==> config.mk <==
export PLATFORM = sky130hd
export DESIGN_NAME = meta_data_joiner_flat
export DESIGN_NICKNAME = d
export VERILOG_FILES = /design/src/rtl/meta_data_joiner_pkg.sv /design/src/rtl/meta_data_joiner_if.sv /design/src/rtl/meta_data_joiner_md_sync_fifo.sv /design/src/rtl/meta_data_joiner.sv /design/src/flat_wrapper.sv
export SDC_FILE = /design/constraint.sdc
export NUM_CORES = 2
export LEC_CHECK = 0
export ABC_AREA = 1
export BUFFER_PORTS_ARGS = -buffer_cell sky130_fd_sc_hd__buf_2
export CORE_AREA = 5 5 628 630
export CTS_BUF_LIST = sky130_fd_sc_hd__clkbuf_8
export CTS_CLUSTER_SIZE = 16
export DETAILED_ROUTE_END_ITERATION = 10
export DIE_AREA = 0 0 633 635
export PLACE_DENSITY_LB_ADDON = 0.08
export SLEW_MARGIN = 20
export SYNTH_ARGS = -nofsm -noshare
export SYNTH_HDL_FRONTEND = slang
export SYNTH_HIERARCHICAL = 1
export SYNTH_SLANG_ARGS = --single-unit
export TNS_END_PERCENT = 10
==> constraint.sdc <==
create_clock -name clk -period 76.3 [get_ports clk]
set_input_delay 22.89 -clock clk [delete_from_list [all_inputs] [get_ports clk]]
set_output_delay 22.89 -clock clk [all_outputs]
set_load 0.02 [all_outputs]
==> src/rtl/meta_data_joiner_pkg.sv <==
// Shared helpers for the metadata joiner slice.
//   clog2  : pointer width for a FIFO of a given depth
//   keep_w : byte-enable (TKEEP) width for a given data width
package meta_data_joiner_pkg;

  function automatic int clog2(input int v);
    int r;
    r = 0;
    while ((1 << r) < v) r++;
    return r;
  endfunction

  function automatic int keep_w(input int dw);
    return dw / 8;
  endfunction

endpackage

==> src/rtl/meta_data_joiner_if.sv <==
// AXI-Stream style bus used by the joiner.
//   master : drives tdata/tvalid/tkeep/tlast, samples tready
//   slave  : samples tdata/tvalid, drives tready (inputs carry no keep/last)
interface meta_data_joiner_if import meta_data_joiner_pkg::*; #(
  parameter int DW = 512
);
  logic [DW-1:0]         tdata;
  logic                  tvalid;
  logic                  tready;
  logic [keep_w(DW)-1:0] tkeep;
  logic                  tlast;

  modport master (output tdata, output tvalid, output tkeep, output tlast, input tready);
  modport slave  (input tdata, input tvalid, output tready);
endinterface

==> src/rtl/meta_data_joiner_md_sync_fifo.sv <==
// Synchronous FIFO buffering one metadata path.
//   clk, reset  : clock, synchronous active-high reset
//   push/data   : write request (ignored while full, even if popping)
//   pop         : read request (ignored while empty)
//   head        : oldest entry
//   full, empty : registered occupancy flags
module md_sync_fifo import meta_data_joiner_pkg::*; #(
  parameter int DW    = 512,
  parameter int DEPTH = 4
) (
  input  logic          clk,
  input  logic          reset,
  input  logic          push,
  input  logic [DW-1:0] push_data,
  input  logic          pop,
  output logic [DW-1:0] head,
  output logic          full,
  output logic          empty
);
  localparam int AW = clog2(DEPTH);

  logic [DW-1:0] mem [DEPTH];
  logic [AW-1:0] wr_ptr, rd_ptr;
  logic [AW:0]   occ;
  logic          do_push, do_pop;

  // full gates push even on a pop cycle so tready stays purely registered
  assign do_push = push && !full;
  assign do_pop  = pop && !empty;
  assign full    = (occ == (AW+1)'(DEPTH));
  assign empty   = (occ == '0);
  assign head    = mem[rd_ptr];

  always_ff @(posedge clk) begin
    if (reset) begin
      wr_ptr <= '0;
      rd_ptr <= '0;
      occ    <= '0;
    end else begin
      if (do_push) wr_ptr <= wr_ptr + 1'b1;
      if (do_pop)  rd_ptr <= rd_ptr + 1'b1;
      case ({do_push, do_pop})
        2'b10:   occ <= occ + 1'b1;
        2'b01:   occ <= occ - 1'b1;
        default: occ <= occ;
      endcase
    end
  end

  // storage needs no reset; occupancy decides what is valid
  always_ff @(posedge clk) begin
    if (do_push) mem[wr_ptr] <= push_data;
  end
endmodule

==> src/rtl/meta_data_joiner.sv <==
// Rejoins two copies of a metadata stream beat-for-beat.
//   clk, reset     : clock, synchronous active-high reset
//   axis_in_md1    : path-1 metadata (slave)
//   axis_in_md2    : path-2 metadata (slave)
//   axis_out_md    : joined stream, path-1 copy, keep all-ones, last=1 (master)
//   mismatch       : one-cycle pulse alongside a beat whose copies differed
//   mismatch_count : saturating count of differing pairs
module meta_data_joiner import meta_data_joiner_pkg::*; #(
  parameter int DW         = 512,
  parameter int FIFO_DEPTH = 4,
  parameter int CNT_W      = 16
) (
  input  logic                clk,
  input  logic                reset,
  meta_data_joiner_if.slave   axis_in_md1,
  meta_data_joiner_if.slave   axis_in_md2,
  meta_data_joiner_if.master  axis_out_md,
  output logic                mismatch,
  output logic [CNT_W-1:0]    mismatch_count
);
  logic [DW-1:0] head1, head2, out_data;
  logic          full1, full2, empty1, empty2;
  logic          out_valid, pop, differ;

  // pop only when both paths hold a beat and the output slot is free/draining
  assign pop    = !empty1 && !empty2 && (!out_valid || axis_out_md.tready);
  assign differ = (head1 != head2);

  md_sync_fifo #(.DW(DW), .DEPTH(FIFO_DEPTH)) u_fifo1 (
    .clk(clk), .reset(reset),
    .push(axis_in_md1.tvalid), .push_data(axis_in_md1.tdata),
    .pop(pop), .head(head1), .full(full1), .empty(empty1)
  );

  md_sync_fifo #(.DW(DW), .DEPTH(FIFO_DEPTH)) u_fifo2 (
    .clk(clk), .reset(reset),
    .push(axis_in_md2.tvalid), .push_data(axis_in_md2.tdata),
    .pop(pop), .head(head2), .full(full2), .empty(empty2)
  );

  assign axis_in_md1.tready = !full1;
  assign axis_in_md2.tready = !full2;

  assign axis_out_md.tdata  = out_data;
  assign axis_out_md.tvalid = out_valid;
  assign axis_out_md.tkeep  = '1;
  assign axis_out_md.tlast  = 1'b1;

  always_ff @(posedge clk) begin
    if (reset) begin
      out_data       <= '0;
      out_valid      <= 1'b0;
      mismatch       <= 1'b0;
      mismatch_count <= '0;
    end else begin
      mismatch <= 1'b0;
      if (pop) begin
        out_data  <= head1;
        out_valid <= 1'b1;
        mismatch  <= differ;
        if (differ && (mismatch_count != '1))
          mismatch_count <= mismatch_count + 1'b1;
      end else if (axis_out_md.tready) begin
        out_valid <= 1'b0;
      end
    end
  end
endmodule

==> src/flat_wrapper.sv <==
// flat-port wrapper written by rule: the top's interface ports become plain ports
module meta_data_joiner_flat import meta_data_joiner_pkg::*;
#(
  parameter int DW         = 512,
  parameter int FIFO_DEPTH = 4,
  parameter int CNT_W      = 16
)
  (clk, reset, mismatch, mismatch_count, axis_in_md1_tdata, axis_in_md1_tvalid, axis_in_md1_tready, axis_in_md2_tdata, axis_in_md2_tvalid, axis_in_md2_tready, axis_out_md_tdata, axis_out_md_tvalid, axis_out_md_tkeep, axis_out_md_tlast, axis_out_md_tready);
  meta_data_joiner_if #(.DW(DW)) axis_in_md1_i ();
  meta_data_joiner_if #(.DW(DW)) axis_in_md2_i ();
  meta_data_joiner_if #(.DW(DW)) axis_out_md_i ();
  input  logic clk;
  input  logic reset;
  output logic mismatch;
  output logic [CNT_W-1:0] mismatch_count;
  input wire logic [$bits(axis_in_md1_i.tdata)-1:0] axis_in_md1_tdata;
  input wire logic [$bits(axis_in_md1_i.tvalid)-1:0] axis_in_md1_tvalid;
  output wire logic [$bits(axis_in_md1_i.tready)-1:0] axis_in_md1_tready;
  input wire logic [$bits(axis_in_md2_i.tdata)-1:0] axis_in_md2_tdata;
  input wire logic [$bits(axis_in_md2_i.tvalid)-1:0] axis_in_md2_tvalid;
  output wire logic [$bits(axis_in_md2_i.tready)-1:0] axis_in_md2_tready;
  output wire logic [$bits(axis_out_md_i.tdata)-1:0] axis_out_md_tdata;
  output wire logic [$bits(axis_out_md_i.tvalid)-1:0] axis_out_md_tvalid;
  output wire logic [$bits(axis_out_md_i.tkeep)-1:0] axis_out_md_tkeep;
  output wire logic [$bits(axis_out_md_i.tlast)-1:0] axis_out_md_tlast;
  input wire logic [$bits(axis_out_md_i.tready)-1:0] axis_out_md_tready;
  assign axis_in_md1_i.tdata = axis_in_md1_tdata;
  assign axis_in_md1_i.tvalid = axis_in_md1_tvalid;
  assign axis_in_md1_tready = axis_in_md1_i.tready;
  assign axis_in_md2_i.tdata = axis_in_md2_tdata;
  assign axis_in_md2_i.tvalid = axis_in_md2_tvalid;
  assign axis_in_md2_tready = axis_in_md2_i.tready;
  assign axis_out_md_tdata = axis_out_md_i.tdata;
  assign axis_out_md_tvalid = axis_out_md_i.tvalid;
  assign axis_out_md_tkeep = axis_out_md_i.tkeep;
  assign axis_out_md_tlast = axis_out_md_i.tlast;
  assign axis_out_md_i.tready = axis_out_md_tready;
  meta_data_joiner #(.DW(DW), .FIFO_DEPTH(FIFO_DEPTH), .CNT_W(CNT_W)) u_core (.clk(clk), .reset(reset), .axis_in_md1(axis_in_md1_i), .axis_in_md2(axis_in_md2_i), .axis_out_md(axis_out_md_i), .mismatch(mismatch), .mismatch_count(mismatch_count));
endmodule
==> key figures <==
Synthesis
  – Synthesized area per cell: 13.0 um2
  – Post-Syn Instances: 13.7k
  – Post-synthesis sequential area ratio: about 75%
  – Mapped cell area: 0.178 mm2
  – Yosys warning count: 6
  – Synth cell types: 34
  – Flops & latches, synth: around 4.6k

Min path
  – Hold Crit Class: register to register

Die
  – Die area: between 0.4 and 0.5 mm2
  – Top-level port count: approximately 1.6k
  – Starting Density: approximately 46%
  – Chip width: around 630 um
  – Core footprint: a little under 0.4 mm2
  – Die Span Y: 635 um
  – Row count: around 230

Timing
  – Clock Skews: 80.3 ps
  – Setup TNS: 0 ps
  – Setup Viol. Count Final: 0
  – Final Hold Viols: 0
  – Post-layout min period: about 27000 ps
  – Final worst path period share: about a third
  – Max Freq: ~0.038 GHz
  – Worst Max-Slew Pin Slew: approximately 1300 ps
  – RSZ-0062 raised after global routing: no
  – Fin. max-slew vios: 0
  – Slew Limit Headroom: between 15 and 20%

Drt
  – Met2 wire length: 267 mm
  – Wire per inst: between 20 and 30 um
  – DR pass1 iterations: 6
  – Top Metal Used: met5
  – Routed length on met3: approximately 42 mm
  – ANT nets after route: 0
  – Detailed Route WL: 566 mm
  – DR vias/cell: 5.43
  – DRT iter0 DRCs: slightly below 10k
  – DRC violations left: 0
  – Vias: ~120k
  – Sum of routed wire segments on met1: between 200 and 250 mm

Clock network
  – CTS sink count: approximately 4.6k
  – CTS tree: done
  – Root Driver: clkbuf_8
  – Hold_buf cts: 0
  – Post-CTS sizing: 0
  – Deepest clock path buffer count: 4
  – Clk_lat worst skew: 1230 ps
  – H-tree depth: 6
  – CTS clk-pin slew, worst paths: ~60 ps
  – Post-CTS setup buffers: 0
  – CTS buffer count: approximately 750

Cells and area
  – Area Growth Syn to Fin: 14.9%
  – Most common cell after layout, fill and taps aside: edfxtp_1
  – Fillers: 33.9k
  – NumNets Final: approximately 16k
  – Most frequent cells in the layout: edfxtp_1 (4096), nor2_1 (3146), o21ai_0 (2532), buf_2 (1560), o22ai_1 (1024)
  – Fraction of layout cells with a size suffix above 1: between 10% and 20%
  – Final non-filler cell total: roughly 21k

Pwr
  – Pwr/cell area: approximately 35 mW/mm2
  – Worst VDD drop: about 0.043 mV
  – Leak: between 70 and 80 nW

Global routing
  – Largest net degree at the start of global routing: between 200 and 300
  – First-pass GRT wire length: ~800 mm
  – Vias in the first global route: 109k
  – GRT Util Overall: between 20 and 30%
  – Grt ovf: 0
  – Initial antenna violation count: around 520

Setup path
  – Critical path endpoint category: register
  – Worst-path fanout max: 57
  – R2R setup slack: approximately 70000 ps
  – Startpoint types: input port
  – Critical path class: input port to register
  – Data required, critical path: about 77000 ps
  – WP data arrival: roughly 27000 ps

Outcome
  – Status: finished clean

Flow run
  – Maxcap violations: 0

Placed design
  – IO Port Bufs: approximately 1.6k
  – Placed Instances: ~20k
  – GP Congestion: about 0.8
  – Dpl hpwl: between 300 and 400 mm
==> metal layers <==
metal  global-route usage, %  up-vias
met5                       0        -
met1                    34.3    57223
met3                    6.12     1438
met4                    16.3      164
met2                    42.7     4267
li1                        -    53135
==> kinds of logic after synthesis <==
kind of cell / count (synthesis) / share of synthesized area (%)
compound gates: 3657 / 11.0
other cells: 1 / 0.00211
simple gates: 3796 / 8.12
buf+inv: 1121 / 3.21
flops: 4644 / 75.3
xor+xnor: 455 / 2.24
fa+ha+maj: 13 / 0.0999
==> power by group <==
part / internal, mW / switching [mW] / leakage [nW]
registers: 3.03 / 0.0933 / 42.1
clock network: 1.06 / 0.990 / 8.64
logic: 0.558 / 1.43 / 22.9
==> stage by stage <==
stage	total power [mW]	hold slack (ps)	worst slack, ps	utilization, %	cell area, um2
floorplan	4.64	459	30690	-	178000
global placement	5.16	482	48530	48.8	189000
detailed placement	5.17	481	48520	48.8	189000
CTS	7.23	489	49880	52.5	204000
global route	7.54	526	49700	52.6	204000
finish	7.17	490	49700	52.7	204000
==> sequential cells by signal, summed over array words and instances, names as in the netlist, named ones only <==
name,flops
u_core/u_fifo1/occ,3
u_core/axis_out_md.tdata,512
u_core/u_fifo2/rd_ptr,2
u_core/mismatch,1
u_core/u_fifo1/wr_ptr,2
u_core/u_fifo2/occ,3
u_core/u_fifo1/mem,2048
u_core/axis_out_md.tvalid,1
u_core/u_fifo1/rd_ptr,2
u_core/u_fifo2/wr_ptr,2
u_core/mismatch_count,16
u_core/u_fifo2/mem,2048
==> synth_stat cells <==
cell	number	area share, %
buf_1	4	0.0084
nand4_1	25	0.088
nor2_1	3154	6.7
clkinv_1	11	0.023
buf_4	82	0.35
buf_6	105	0.66
dfxtp_1	548	6.2
conb_1	1	0.0021
nand3_2	1	0.0056
nor2_2	19	0.067
nor3_2	2	0.011
inv_2	19	0.040
buf_2	195	0.55
inv_8	2	0.013
buf_8	6	0.051
nand3_1	24	0.068
inv_1	166	0.35
buf_12	4	0.045
o21ai_1	32	0.090
a21oi_2	1	0.0049
ha_1	11	0.077
o21ai_0	2532	7.1
nor3_1	10	0.028
edfxtp_1	4096	69
o22ai_1	1024	3.6
xnor2_1	455	2.2
nor4_2	1	0.0070
fa_1	2	0.023
a21oi_1	68	0.19
nand2_1	555	1.2
clkbuf_1	526	1.1
clkbuf_8	1	0.0077
nand3b_1	1	0.0042
nand2_2	4	0.014
==> worst paths after layout <==
check,startpoint,end,cells after the start
worst max-delay path,axis_in_md1_tvalid,u_core/u_fifo1/mem[1][317],7
worst min-delay path,u_core/u_fifo1/rd_ptr[1],register,2
worst max register to register,register,u_core/mismatch_count[2],20
worst min register to register,u_core/u_fifo1/rd_ptr[1],register,2
==> cell type report <==
cell class / instances / area [um2] / area share (%)
inverter: 198 / 826 / 0.404
timing repair buffer: 1717 / 9410 / 4.61
clock buffer: 853 / 11700 / 5.74
multi-input combinational: 7986 / 38500 / 18.8
clock inverter: 556 / 2730 / 1.33
sequential: 4644 / 134000 / 65.6
tap: 5197 / 6500 / 3.18
antenna: 263 / 658 / 0.322
==> worst max-delay path, stage by stage <==
cell and delay (ps):
buf_2 100, nand2_1 280, nor2_4 820, buf_4 630, buf_4 790, buf_4 700, buf_4 800
Note: power is estimated with default switching activity, not from simulation.
